$ cat src/rtl/inv_s_box.sv
// Registered AES inverse S-box: one byte in, InvSubBytes of that byte out one clock later.
// The table is computed as the inverse affine map followed by a GF(2^8) inversion (y^254).
module inv_s_box (
    input  logic       clk,
    input  logic       rst_n,
    input  logic       in_valid,
    input  logic [7:0] A,
    output logic [7:0] B,
    output logic       out_valid
);

    logic [7:0] affine;
    logic [7:0] b_d;
    logic [7:0] b_q;
    logic       valid_q;

    // Shift-and-add product in GF(2^8), reduced by x^8+x^4+x^3+x+1.
    function automatic logic [7:0] gfMul(input logic [7:0] a, input logic [7:0] b);
        logic [7:0] p;
        logic [7:0] aa;
        p  = 8'h00;
        aa = a;
        for (int i = 0; i < 8; i++) begin
            if (b[i]) begin
                p = p ^ aa;
            end
            aa = {aa[6:0], 1'b0} ^ (aa[7] ? 8'h1B : 8'h00);
        end
        return p;
    endfunction

    // y^254 = y^(2+4+...+128); zero maps to zero with no special casing.
    function automatic logic [7:0] gfInv(input logic [7:0] y);
        logic [7:0] sq;
        logic [7:0] acc;
        sq  = y;
        acc = 8'h01;
        for (int i = 1; i < 8; i++) begin
            sq  = gfMul(sq, sq);
            acc = gfMul(acc, sq);
        end
        return acc;
    endfunction

    always_comb begin
        affine = {A[1:0], A[7:2]} ^ {A[4:0], A[7:5]} ^ {A[6:0], A[7]} ^ 8'h05;
        b_d    = gfInv(affine);
    end

    always_ff @(posedge clk or negedge rst_n) begin
        if (!rst_n) begin
            b_q     <= 8'h00;
            valid_q <= 1'b0;
        end else begin
            valid_q <= in_valid;
            if (in_valid) begin
                b_q <= b_d;
            end
        end
    end

    assign B         = b_q;
    assign out_valid = valid_q;

endmodule

$ cat config.mk
export PLATFORM = sky130hd
export DESIGN_NAME = inv_s_box
export DESIGN_NICKNAME = d
export VERILOG_FILES = /design/src/rtl/inv_s_box.sv
export SDC_FILE = /design/constraint.sdc
export NUM_CORES = 1
export LEC_CHECK = 0
export CORE_MARGIN = 5
export CORE_UTILIZATION = 50
export CTS_BUF_LIST = sky130_fd_sc_hd__clkbuf_8
export DETAILED_ROUTE_END_ITERATION = 12
export PLACE_DENSITY = 0.69
export RECOVER_POWER = 50
export SYNTH_ARGS = -nofsm -noshare
export SYNTH_HDL_FRONTEND = slang
export SYNTH_SLANG_ARGS = --single-unit
$ cat constraint.sdc
create_clock -name clk -period 0.8 [get_ports clk]
set_input_delay 0.12 -clock clk [delete_from_list [all_inputs] [get_ports clk]]
set_output_delay 0.12 -clock clk [all_outputs]
set_load 0.01 [all_outputs]
# [Word level (Yosys, flattened, before mapping)]
# Cells that the tools add are included.
[op_classes] n_mux=203 bitwise=192
[op_table] op="$mux 8" n=105
[op_table] op="$xor 8x8->8" n=93
[op_table] op="$xor 8x5->8" n=91
[op_table] op="$mux 5" n=92
[op_table] op="$mux 7" n=1
[op_table] op="$not 1->1 const A" n=7
[op_table] op="$mux 6" n=1
[op_table] op="$mux 4" n=1
[op_table] op="$mux 3" n=1
[op_table] op="$mux 2" n=1
[op_table] op="$not 2->2" n=1
[op_table] op="$mux 1" n=1
[word_totals] regBits=9 inputBits=11

# [Depth between registers and ports, before layout]
# Gate-level depths: netlist of run 1.
[logic_depth] ltp_word=129 depth_mapped=66

# [Worst setup path before layout of run 1]
# Ideal clock, no wire load.
[synth_path] kind="input -> register" from="in A[6]" to="reg b_q[5], in the netlist B[5]" setup_time_ns=0.125 arrival_time_ns=14.691 t_required_ns=0.675 slack_ns=-14.015 cell_stages=62 path_buffers=7 cell_sequence="buf_2 -> xnor3_1 -> inv_1 -> ha_1 -> mux2i_1 -> xor2_1 -> xnor3_1 -> xnor2_1 -> inv_1 -> ha_1 -> nand2_1 -> xor2_1 -> xnor2_1 -> inv_1 -> buf_2 -> clkbuf_1 -> ha_1 -> nand2_1 -> [26 not listed] -> buf_2 -> and3_1 -> a311oi_1 -> o22ai_1 -> or4_1 -> a31oi_2 -> xnor2_2 -> buf_6 -> o22ai_1 -> o2bb2ai_1 -> a221o_1 -> or3_1 -> a31oi_1 -> xnor2_1 -> a211oi_4 -> nor3_1 -> xnor2_1 -> mux2_2"
[synth_between] elab_chain_cells=125
[synth_rtl] item="from (decl)" line_no="7" source="input logic [7:0] A,"
[synth_rtl] item="$xor 8x8->8 *" line_no="46" source="affine = {A[1:0], A[7:2]} ^ {A[4:0], A[7:5]} ^ {A[6:0], A[7]} ^ 8'h05;"
[synth_rtl] item="$mux 5" line_no="27" source="aa = {aa[6:0], 1'b0} ^ (aa[7] ? 8'h1B : 8'h00);"
[synth_rtl] item="$xor 8x5->8" line_no="27"
[synth_rtl] item="$xor 8x8->8" line_no="25" source="p = p ^ aa;"
[synth_rtl] item="$mux 8" line_no="24" source="if (b[i]) begin"
[synth_rtl] item="$xor 8x8->8" line_no="25"
[synth_rtl] item="$mux 8" line_no="24"
[synth_rtl] item="$xor 8x8->8" line_no="25"
[synth_rtl] item="[109 not listed]"
[synth_rtl] item="$xor 8x8->8" line_no="25"
[synth_rtl] item="$mux 8" line_no="24"
[synth_rtl] item="$xor 8x8->8" line_no="25"
[synth_rtl] item="$mux 8" line_no="24"
[synth_rtl] item="$xor 8x8->8" line_no="25"
[synth_rtl] item="$mux 8" line_no="24"
[synth_rtl] item="$xor 8x8->8" line_no="25"
[synth_rtl] item="$mux 8 *" line_no="24"
[synth_rtl] item="to (signal assigned)" line_no="52" source="b_q <= 8'h00;"
[synth_rtl] item="to (signal assigned)" line_no="57" source="b_q <= b_d;"
[synth_rtl] item="to (decl)" line_no="14" source="logic [7:0] b_q;"
# Mark *: on every way between the ends. The rest lies on a longest branch, timed or not.
# A chain may end at the register's enable or synchronous reset.

# [Worst setup path after layout of run 1]
[layout_path] from="in A[6]" to="reg b_q[3], in the netlist B[3]"
[layout_between] elab_chain_cells=125
[layout_rtl] item="$xor 8x8->8 *" line_no="46"
[layout_rtl] item="$mux 5, or another cell as far along" line_no="27"
[layout_rtl] item="$xor 8x5->8 / $xor 8x8->8 (equally long branches)" line_no="27, 25"
[layout_rtl] item="$xor 8x8->8 / $mux 8 (equally long branches)" line_no="25, 24"
[layout_rtl] item="$mux 8 / $xor 8x8->8 (equally long branches)" line_no="24, 25"
[layout_rtl] item="$xor 8x8->8 / $mux 8 (equally long branches)" line_no="25, 24"
[layout_rtl] item="$mux 8 / $xor 8x8->8 (equally long branches)" line_no="24, 25"
[layout_rtl] item="$xor 8x8->8 / $mux 8 (equally long branches)" line_no="25, 24"
[layout_rtl] item="[109 not listed]"
[layout_rtl] item="$xor 8x8->8" line_no="25"
[layout_rtl] item="$mux 8" line_no="24"
[layout_rtl] item="$xor 8x8->8" line_no="25"
[layout_rtl] item="$mux 8" line_no="24"
[layout_rtl] item="$xor 8x8->8" line_no="25"
[layout_rtl] item="$mux 8" line_no="24"
[layout_rtl] item="$xor 8x8->8" line_no="25"
[layout_rtl] item="$mux 8 *" line_no="24"
# Marks and branches as above.

==> impl_metrics.ini, run 1 <==
[synth]
synthesis.area_mm2 = 0.0164
yosysWarnings = 0
syn_nets = 2162
synth_top_cell_area_share_pct = 22.1
yosysSeqAreaShare_pct = 1.38
synth_area_leaders = xnor2_1 22%, xnor3_1 8.7%, nor2_1 7.0%
syn_inst = 2144
synthArstFlopShare_pct = 100
synth_edf_count = 0
yosysTopAreaCell = xnor2_1
avgSynthCellArea_um2 = 7.64
yosys.cell_types.count = 117
synth_seq_cells = 9
synth_ff_type = dfrtp_1

[clock_network]
clk_path_buf_depth = 2
numCtsBuffers = 3
cts_max_level = 1
clk_latency_ns = 0.23
cts_hold_buf = 0
clkSinkCount = 9
cts-root-buf = clkbuf_8
path_clk_slew_ns = 0.04
cts_tree = yes

[detailed_routing]
wirelength_um = 58100
avgRoutedWirePerCell_um = 18.2
drcViolationCount = 0
antenna_left = 0
via_count = 18784
first_pass_iters = 5
drt_iter0_markers = 1604
vias_per_cell = 5.89

[setup_path]
worst_path_max_delay_cell = or4_1
critPathRequiredTime_ns = 0.91
ff2ff_path_depth = 2
reg2reg_to = B[3]$_DFFE_PN0P_
crit_top_cell = xnor2_2
crit_type = in2reg
startpoint_type = primary input
worstPathArrival_ns = 13.20
cp_max_fo = 8
reg2reg_from = B[3]$_DFFE_PN0P_
crit_family = XOR/XNOR gates
r2r_setup_slack_ns = -0.10
cp-end-kind = flip-flop
cpPeakStageDelay_ns = 0.55
critPathBufInv = 8

[floorplanning]
fp.coreArea_mm2 = 0.0325
die_w_um = 191
start_util_pct = 50.5
die_height_um = 191
io_pins = 20
die_area_mm2 = 0.0365
std_cell_rows = 66

[place]
dpl.hpwl_um = 42600
io_buffers = 19
place_area_mm2 = 0.0219
gp_congestion = 0.959
dp_slack_ns = -12.72
dpl.cell_count = 3103

[sta]
clock_skew_ns = 0
fin_crit_sh_pct = 1640
slew_headroom_pct = 57.3
setup_violations = 17
min_period_ns = 13.09
rsz0062_at_grt = true
final-hold-violation-count = 0
setup_slack_ns = -12.29
final-max-slew-violation-count = 0
fmax_mhz = 76.4
tightest_slew_ns = 0.636
fin_setup_tns_ns = -98.76

[global_route]
grt_pass1_wl_um = 90800
grt_max_degree = 43
busiest_layer = met2
grt_pass1_vias = 18601
met2_usage_pct = 54.2
grt_use_met1_pct = 36.0
antenna_found_initial = 0
grt_util_met3_pct = 1.72
grt_use_total_pct = 29.5
grt.overflow.total = 0

[cells_and_area]
drive_gt1_share_pct = 39.4
antenna_cells = 0
final_cell_mix = 703 x buf_4, 362 x xnor2_1, 293 x nor2_1, 157 x nand2_1, 106 x a21oi_1
n_fill_cell = 2328
final_common_cell = buf_4
stdcell_area_mm2 = 0.0236
fin_nets = 2768
area_delta_synth_final_pct = 43.9
final_cells = 3191
ff_latch_area_um2 = 225
multi_input_area_mm2 = 0.0167

[run_status]
status = finished with violations
violations = setup timing

[min_path]
min_path_type = in2async

[job]
cap_violations = 0
## repair_timing
item                                    CTS  global route
gates cloned                              1             0
pin swaps                                95            68
endpoints found under the hold margin     0             0
buffers inserted                         47            37
resized for setup                       168           102
endpoints found under the setup margin   17            17
## sequential cells by signal, summed over array words and instances (netlist names)
name / count
B: 8
out_valid: 1
## cells in the mapped netlist, types with 16 or more instances
master    instances
o21ai_0          72
buf_2            54
mux2_2           16
xor2_2           17
nor2_1          305
xnor3_1          63
clkbuf_1         72
xor2_1           96
nand2_1         159
xnor2_1         414
a211oi_1         26
xnor2_4          16
mux2i_1          45
a21oi_1         113
nor3_1           66
o21ai_1          23
nand3_1          53
nand2b_1         16
o22ai_1          45
o211ai_1         18
inv_1            26
a31oi_1          30
xnor2_2          29
## how the worst max path moves through the flow
stage | from | end | slack (ns) | cells after the start
after floorplan | A[1] | B[1]$_DFFE_PN0P_ | -12.52 | 64
after global placement | A[1] | B[0]$_DFFE_PN0P_ | -12.44 | 51
after detailed placement | A[1] | B[3]$_DFFE_PN0P_ | -12.72 | 57
after CTS | A[6] | B[3]$_DFFE_PN0P_ | -12.02 | 63
after global routing | A[6] | B[4]$_DFFE_PN0P_ | -12.73 | 61
final | A[6] | B[3]$_DFFE_PN0P_ | -12.29 | 60
## per-stage QoR
step                      utilization [%]  hold slack, ns
after floorplan                         -          -0.176
after global placement               67.4           0.453
after detailed placement             67.4           0.454
after CTS                            70.2           0.210
after global routing                 72.6           0.399
final                                72.6           0.343
## area by class of cell
cell class                 count  area share, %
multi-input combinational   1944           70.8
timing repair buffer         758           25.2
tap                          442           2.35
sequential                     9          0.956
inverter                      34          0.552
clock buffer                   3          0.175
clock inverter                 1         0.0159
## logic make-up after synthesis
| family | Yosys count | synth area share (%) |
|---|---|---|
| simple gates | 728 | 20.6 |
| xor+xnor | 663 | 47.4 |
| compound gates | 477 | 20.2 |
| buf+inv | 191 | 5.43 |
| mux | 68 | 4.44 |
| flops | 9 | 1.38 |
| fa+ha+maj | 8 | 0.596 |
## metal layers
layer	wire length, um	up-vias
met5	0	-
met4	2570	0
met3	3720	235
met2	29100	933
met1	22700	8912
li1	-	8704
Power of run 1 is not shown: default switching activity piles up to over one toggle a cycle in this logic, so the estimate is an artifact.
==> inputs of run 2 (changes only) <==
--- a/config.mk
+++ b/config.mk
@@ -5,6 +5,8 @@
 export SDC_FILE = /design/constraint.sdc
 export NUM_CORES = 1
 export LEC_CHECK = 0
+export ABC_AREA = 0
+export CORE_ASPECT_RATIO = 0.75
 export CORE_MARGIN = 5
 export CORE_UTILIZATION = 50
 export CTS_BUF_LIST = sky130_fd_sc_hd__clkbuf_8
==> run 2 against run 1 <==
Largest cell class unchanged. Routed wire length up 9.2%. Global-route usage up 2.0 points. The flow still finishes with violations (setup timing). Die area up 0.10%. Utilization up 2.5 points. Worst hold slack better by 0.058 ns. First-iteration DRC count up 45%. Final area up 3.2%. Maximum frequency down 2.2%. Count of clock-buffer cells in the layout unchanged. Via count up 2.8%. Register-to-register slack worse by 0.05 ns. Sequential share of layout area about the same.
==> impl_metrics.ini, run 2 (synthesis gave the netlist of run 1 again) <==
[run_status]
status = finished with violations
violations = setup timing

[cells_and_area]
stdcell_area_mm2 = 0.0243
final_cell_mix = 704 x buf_4, 339 x xnor2_1, 290 x nor2_1, 157 x nand2_1, 102 x a21oi_1
area_delta_synth_final_pct = 48.5
final_common_cell = buf_4
drive_gt1_share_pct = 41.4
antenna_cells = 0
largest_reg_flops = 8
fin_nets = 2794

[clock_network]
cts_max_level = 1
numCtsBuffers = 3
cts_tree = yes
clk_latency_ns = 0.24
cts_hold_buf = 0
cts-root-buf = clkbuf_8
clk_path_buf_depth = 2
path_clk_slew_ns = 0.07
clkSinkCount = 9

[floorplanning]
io_pins = 20
die_area_mm2 = 0.0365
fp.coreArea_mm2 = 0.0324
std_cell_rows = 57
start_util_pct = 50.6
die_w_um = 219
die_height_um = 167

[setup_path]
worstPathArrival_ns = 13.51
worst_path_max_delay_cell = a2111oi_0
cp-end-kind = flip-flop
critPathRequiredTime_ns = 0.92
crit_type = in2reg
startpoint_type = primary input
crit_top_cell = xnor2_2
cp_max_fo = 22
cpPeakStageDelay_ns = 0.69

[detailed_routing]
drcViolationCount = 0
antenna_left = 0
via_count = 19316
first_pass_iters = 6
avgRoutedWirePerCell_um = 19.7
wirelength_um = 63400
drt_iter0_markers = 2325
vias_per_cell = 6.00

[sta]
fin_setup_tns_ns = -101.83
slew_headroom_pct = 52.3
fin_crit_sh_pct = 1670
tightest_slew_ns = 0.697
setup_slack_ns = -12.59
final-hold-violation-count = 0
setup_violations = 26
min_period_ns = 13.39
fmax_mhz = 74.7
rsz0062_at_grt = true
hold_ws_ns = 0.402
final-max-slew-violation-count = 0
clock_skew_ns = 0

[place]
place_area_mm2 = 0.0220
gp_congestion = 1.03
dpl.hpwl_um = 44800
dp_slack_ns = -12.94
io_buffers = 19

[global_route]
grt_max_degree = 36
grt_pass1_wl_um = 96800
grt_use_total_pct = 31.5
grt_pass1_vias = 18390
antenna_found_initial = 0
grt.overflow.total = 0

[min_path]
min_path_type = in2async

[job]
cap_violations = 0
==> run 2: cell count changes in the layout (fill, tap and decap cells not counted), moves of 5 or more <==
cell | before | now
buf_2 | 11 | 5
buf_6 | 25 | 45
buf_8 | 1 | 6
nor3_2 | 6 | 11
o22ai_1 | 44 | 39
xnor2_1 | 362 | 339
xnor2_2 | 68 | 83
xnor2_4 | 29 | 37
xor2_1 | 87 | 82
xor2_2 | 16 | 21
==> run 2: repair_timing <==
action / CTS / global route
endpoints found under the setup margin: 17 / 17
setup buffers: 66 / 40
pin swaps: 111 / 92
gates resized for setup: 219 / 134
cloned: 2 / 0
==> run 2: layer usage <==
layer / GRT usage (%) / routed length [um] / up-vias
met1: 47.5 / 26700 / 9186
met2: 49.7 / 28700 / 1174
met3: 3.41 / 6400 / 206
li1: - / - / 8750
met4: 4.37 / 1600 / 0
met5: 0 / 0 / -
==> run 2: worst max-delay path, delay by kind of cell <==
family          cells  cell delay, ns
simple gates       11            2.50
xor+xnor           13            2.40
fa+ha+maj           1            0.25
compound gates     22            5.64
buf+inv            10            1.91
mux                 3            0.70
==> run 2: cell type report <==
cell class | instances | area, um2
tap | 442 | 553
multi-input combinational | 1944 | 17000
clock inverter | 1 | 3.75
inverter | 34 | 133
timing repair buffer | 784 | 6330
clock buffer | 3 | 41.3
fill | 2233 | 8060
sequential | 9 | 225
==> run 2: final timing paths <==
kind                                   from                   to  slack, ns  cells past startpoint
setup reg to reg           B[4]$_DFFE_PN0P_     B[4]$_DFFE_PN0P_      -0.15                      2
setup / recovery                       A[3]     B[0]$_DFFE_PN0P_     -12.59                     60
hold reg to reg            B[1]$_DFFE_PN0P_     B[1]$_DFFE_PN0P_       0.60                      1
min in group clk                   in_valid  out_valid$_DFF_PN0_       0.54                      2
hold / removal                        rst_n     B[7]$_DFFE_PN0P_       0.40                      2
max in group asynchronous             rst_n  out_valid$_DFF_PN0_      -0.04                      2
==> run 2: per-stage QoR <==
stage               std cells  util [%]
floorplan                2144         -
global placement         3114      67.9
detailed placement       3114      67.9
CTS                      3180      71.9
global route             3217      75.1
finish                   3217      75.1
Power of run 2 is left out for the same reason.
==> inputs of run 3 (changes only) <==
--- a/config.mk
+++ b/config.mk
@@ -11,6 +11,7 @@
 export CORE_UTILIZATION = 50
 export CTS_BUF_LIST = sky130_fd_sc_hd__clkbuf_8
 export DETAILED_ROUTE_END_ITERATION = 12
+export DONT_BUFFER_PORTS = 1
 export PLACE_DENSITY = 0.69
 export RECOVER_POWER = 50
 export SYNTH_ARGS = -nofsm -noshare
==> run 3 against run 2 <==
The run still ends with setup timing left. Utilization down 3.3 points. Count of clock-buffer cells in the layout unchanged. Clock skew stayed put. First-iteration DRC count shrank 5.6%. Cell count is 2.2% lower. Maximum frequency is 2.2% higher. Worst hold slack worse by 0.36 ns. Die area unchanged. Via count down 2.8%. Critical path depth stayed put. Register-to-register slack improved by 0.10 ns. Routed wire length fell by 5.6%. Largest cell class unchanged.
==> impl_metrics.ini, run 3 (synthesis gave the netlist of run 1 again) <==
[run_status]
status = finished with violations
violations = setup timing

[sta]
setup_violations = 16
slew_headroom_pct = 60.9
fin_crit_sh_pct = 1640
setup_slack_ns = -12.30
final-hold-violation-count = 0
rsz0062_at_grt = true
clock_skew_ns = 0
tightest_slew_ns = 0.572
fmax_mhz = 76.3
min_period_ns = 13.10
final-max-slew-violation-count = 0

[setup_path]
crit_top_cell = xnor2_1
critPathLaunch = A[6]
critPathRequiredTime_ns = 0.92
crit_type = in2reg
cp_max_fo = 25
cp-end-kind = flip-flop
worst_path_max_delay_cell = or4_4
worstPathArrival_ns = 13.22
cpPeakStageDelay_ns = 0.52
reg2reg_from = B[0]$_DFFE_PN0P_
startpoint_type = primary input

[place]
io_buffers = 0
dpl.hpwl_um = 43900
gp_congestion = 0.987
place_area_mm2 = 0.0216

[cells_and_area]
final_cell_mix = 665 x buf_4, 355 x xnor2_1, 291 x nor2_1, 157 x nand2_1, 108 x a21oi_1
antenna_cells = 0
multi_input_area_mm2 = 0.0166
largest_reg_flops = 8
drive_gt1_share_pct = 38.6
n_fill_cell = 2406
area_delta_synth_final_pct = 41.9
stdcell_area_mm2 = 0.0232
ff_latch_area_um2 = 225
final_common_cell = buf_4
fin_nets = 2722

[floorplanning]
start_util_pct = 50.6
fp.coreArea_mm2 = 0.0324
die_w_um = 219
die_height_um = 167
io_pins = 20
die_area_mm2 = 0.0365
std_cell_rows = 57

[detailed_routing]
drcViolationCount = 0
wirelength_um = 59900
vias_per_cell = 5.97
via_count = 18775
avgRoutedWirePerCell_um = 19.0
drt_iter0_markers = 2194
first_pass_iters = 7
antenna_left = 0

[clock_network]
cts_tree = yes
clk_path_buf_depth = 2
cts-root-buf = clkbuf_8
clkSinkCount = 9
cts_max_level = 1
numCtsBuffers = 3
path_clk_slew_ns = 0.05
clk_latency_ns = 0.23

[global_route]
grt_pass1_wl_um = 91200
grt.overflow.total = 0
grt_pass1_vias = 17448
grt_use_total_pct = 29.6
antenna_found_initial = 0
grt_max_degree = 44

[min_path]
min_path_type = in2reg
min_from = in_valid

[job]
cap_violations = 0
[run 3: timing repair]
item                       in CTS  in global routing
setup endpoints to repair      16                 16
setup buffers                  39                 28
cloned                          0                  1
hold buffers                    2                  0
gates resized for setup        79                112
hold endpoints to repair       10                  0
pin swaps                      80                 93
[run 3: layer usage]
metal	part of all wire, %	track usage (%)
met5	0.11	1.33
met3	9.9	4.37
met4	2.2	4.23
met2	45	45.3
met1	43	45.1
[run 3: area by class of cell]
| class | instances | share of cell area (%) |
|---|---|---|
| well taps | 442 | 2.38 |
| clock buffers | 3 | 0.178 |
| flip-flops and latches | 9 | 0.969 |
| clock inverters | 1 | 0.0162 |
| inverters | 34 | 0.560 |
| repair buffers | 712 | 24.3 |
| multi-input cells | 1944 | 71.6 |
[run 3: stage by stage]
step | setup TNS [ns] | hold slack (ns) | std cells | setup WS (ns) | utilization (%)
6_report | -98.21 | 0.0453 | 3145 | -12.30 | 71.8
5_1_grt | -101.85 | 0.0403 | 3145 | -12.73 | 71.8
4_1_cts | -97.38 | 0.0476 | 3118 | -12.14 | 69.2
3_5_place_dp | -100.42 | -0.175 | 3074 | -12.61 | 66.8
3_3_place_gp | -98.20 | -0.175 | 3074 | -12.37 | 66.8
2_1_floorplan | -100.07 | -0.176 | 2144 | -12.52 | -
[run 3: critical path, delay by kind of cell]
| kind | cells | cell delay [ns] |
|---|---|---|
| xor gates and xnor gates | 24 | 5.78 |
| AOI/OAI and AO/OA | 13 | 2.68 |
| and+or+nand+nor | 10 | 2.38 |
| buffers and inverters | 9 | 1.34 |
| adders and majority gates | 2 | 0.45 |
| muxes | 2 | 0.41 |
[run 3: final timing paths]
| path | endpoint | slack, ns | depth (start not counted) |
|---|---|---|---|
| max | B[4]$_DFFE_PN0P_ | -12.30 | 60 |
| min | B[7]$_DFFE_PN0P_ | 0.05 | 1 |
| max reg2reg | B[0]$_DFFE_PN0P_ | -0.05 | 1 |
| min reg2reg | B[3]$_DFFE_PN0P_ | 0.55 | 1 |
| max in group asynchronous | B[0]$_DFFE_PN0P_ | 0.20 | 1 |
| min in group asynchronous | B[2]$_DFFE_PN0P_ | 0.27 | 1 |
Power of run 3 is left out for the same reason.
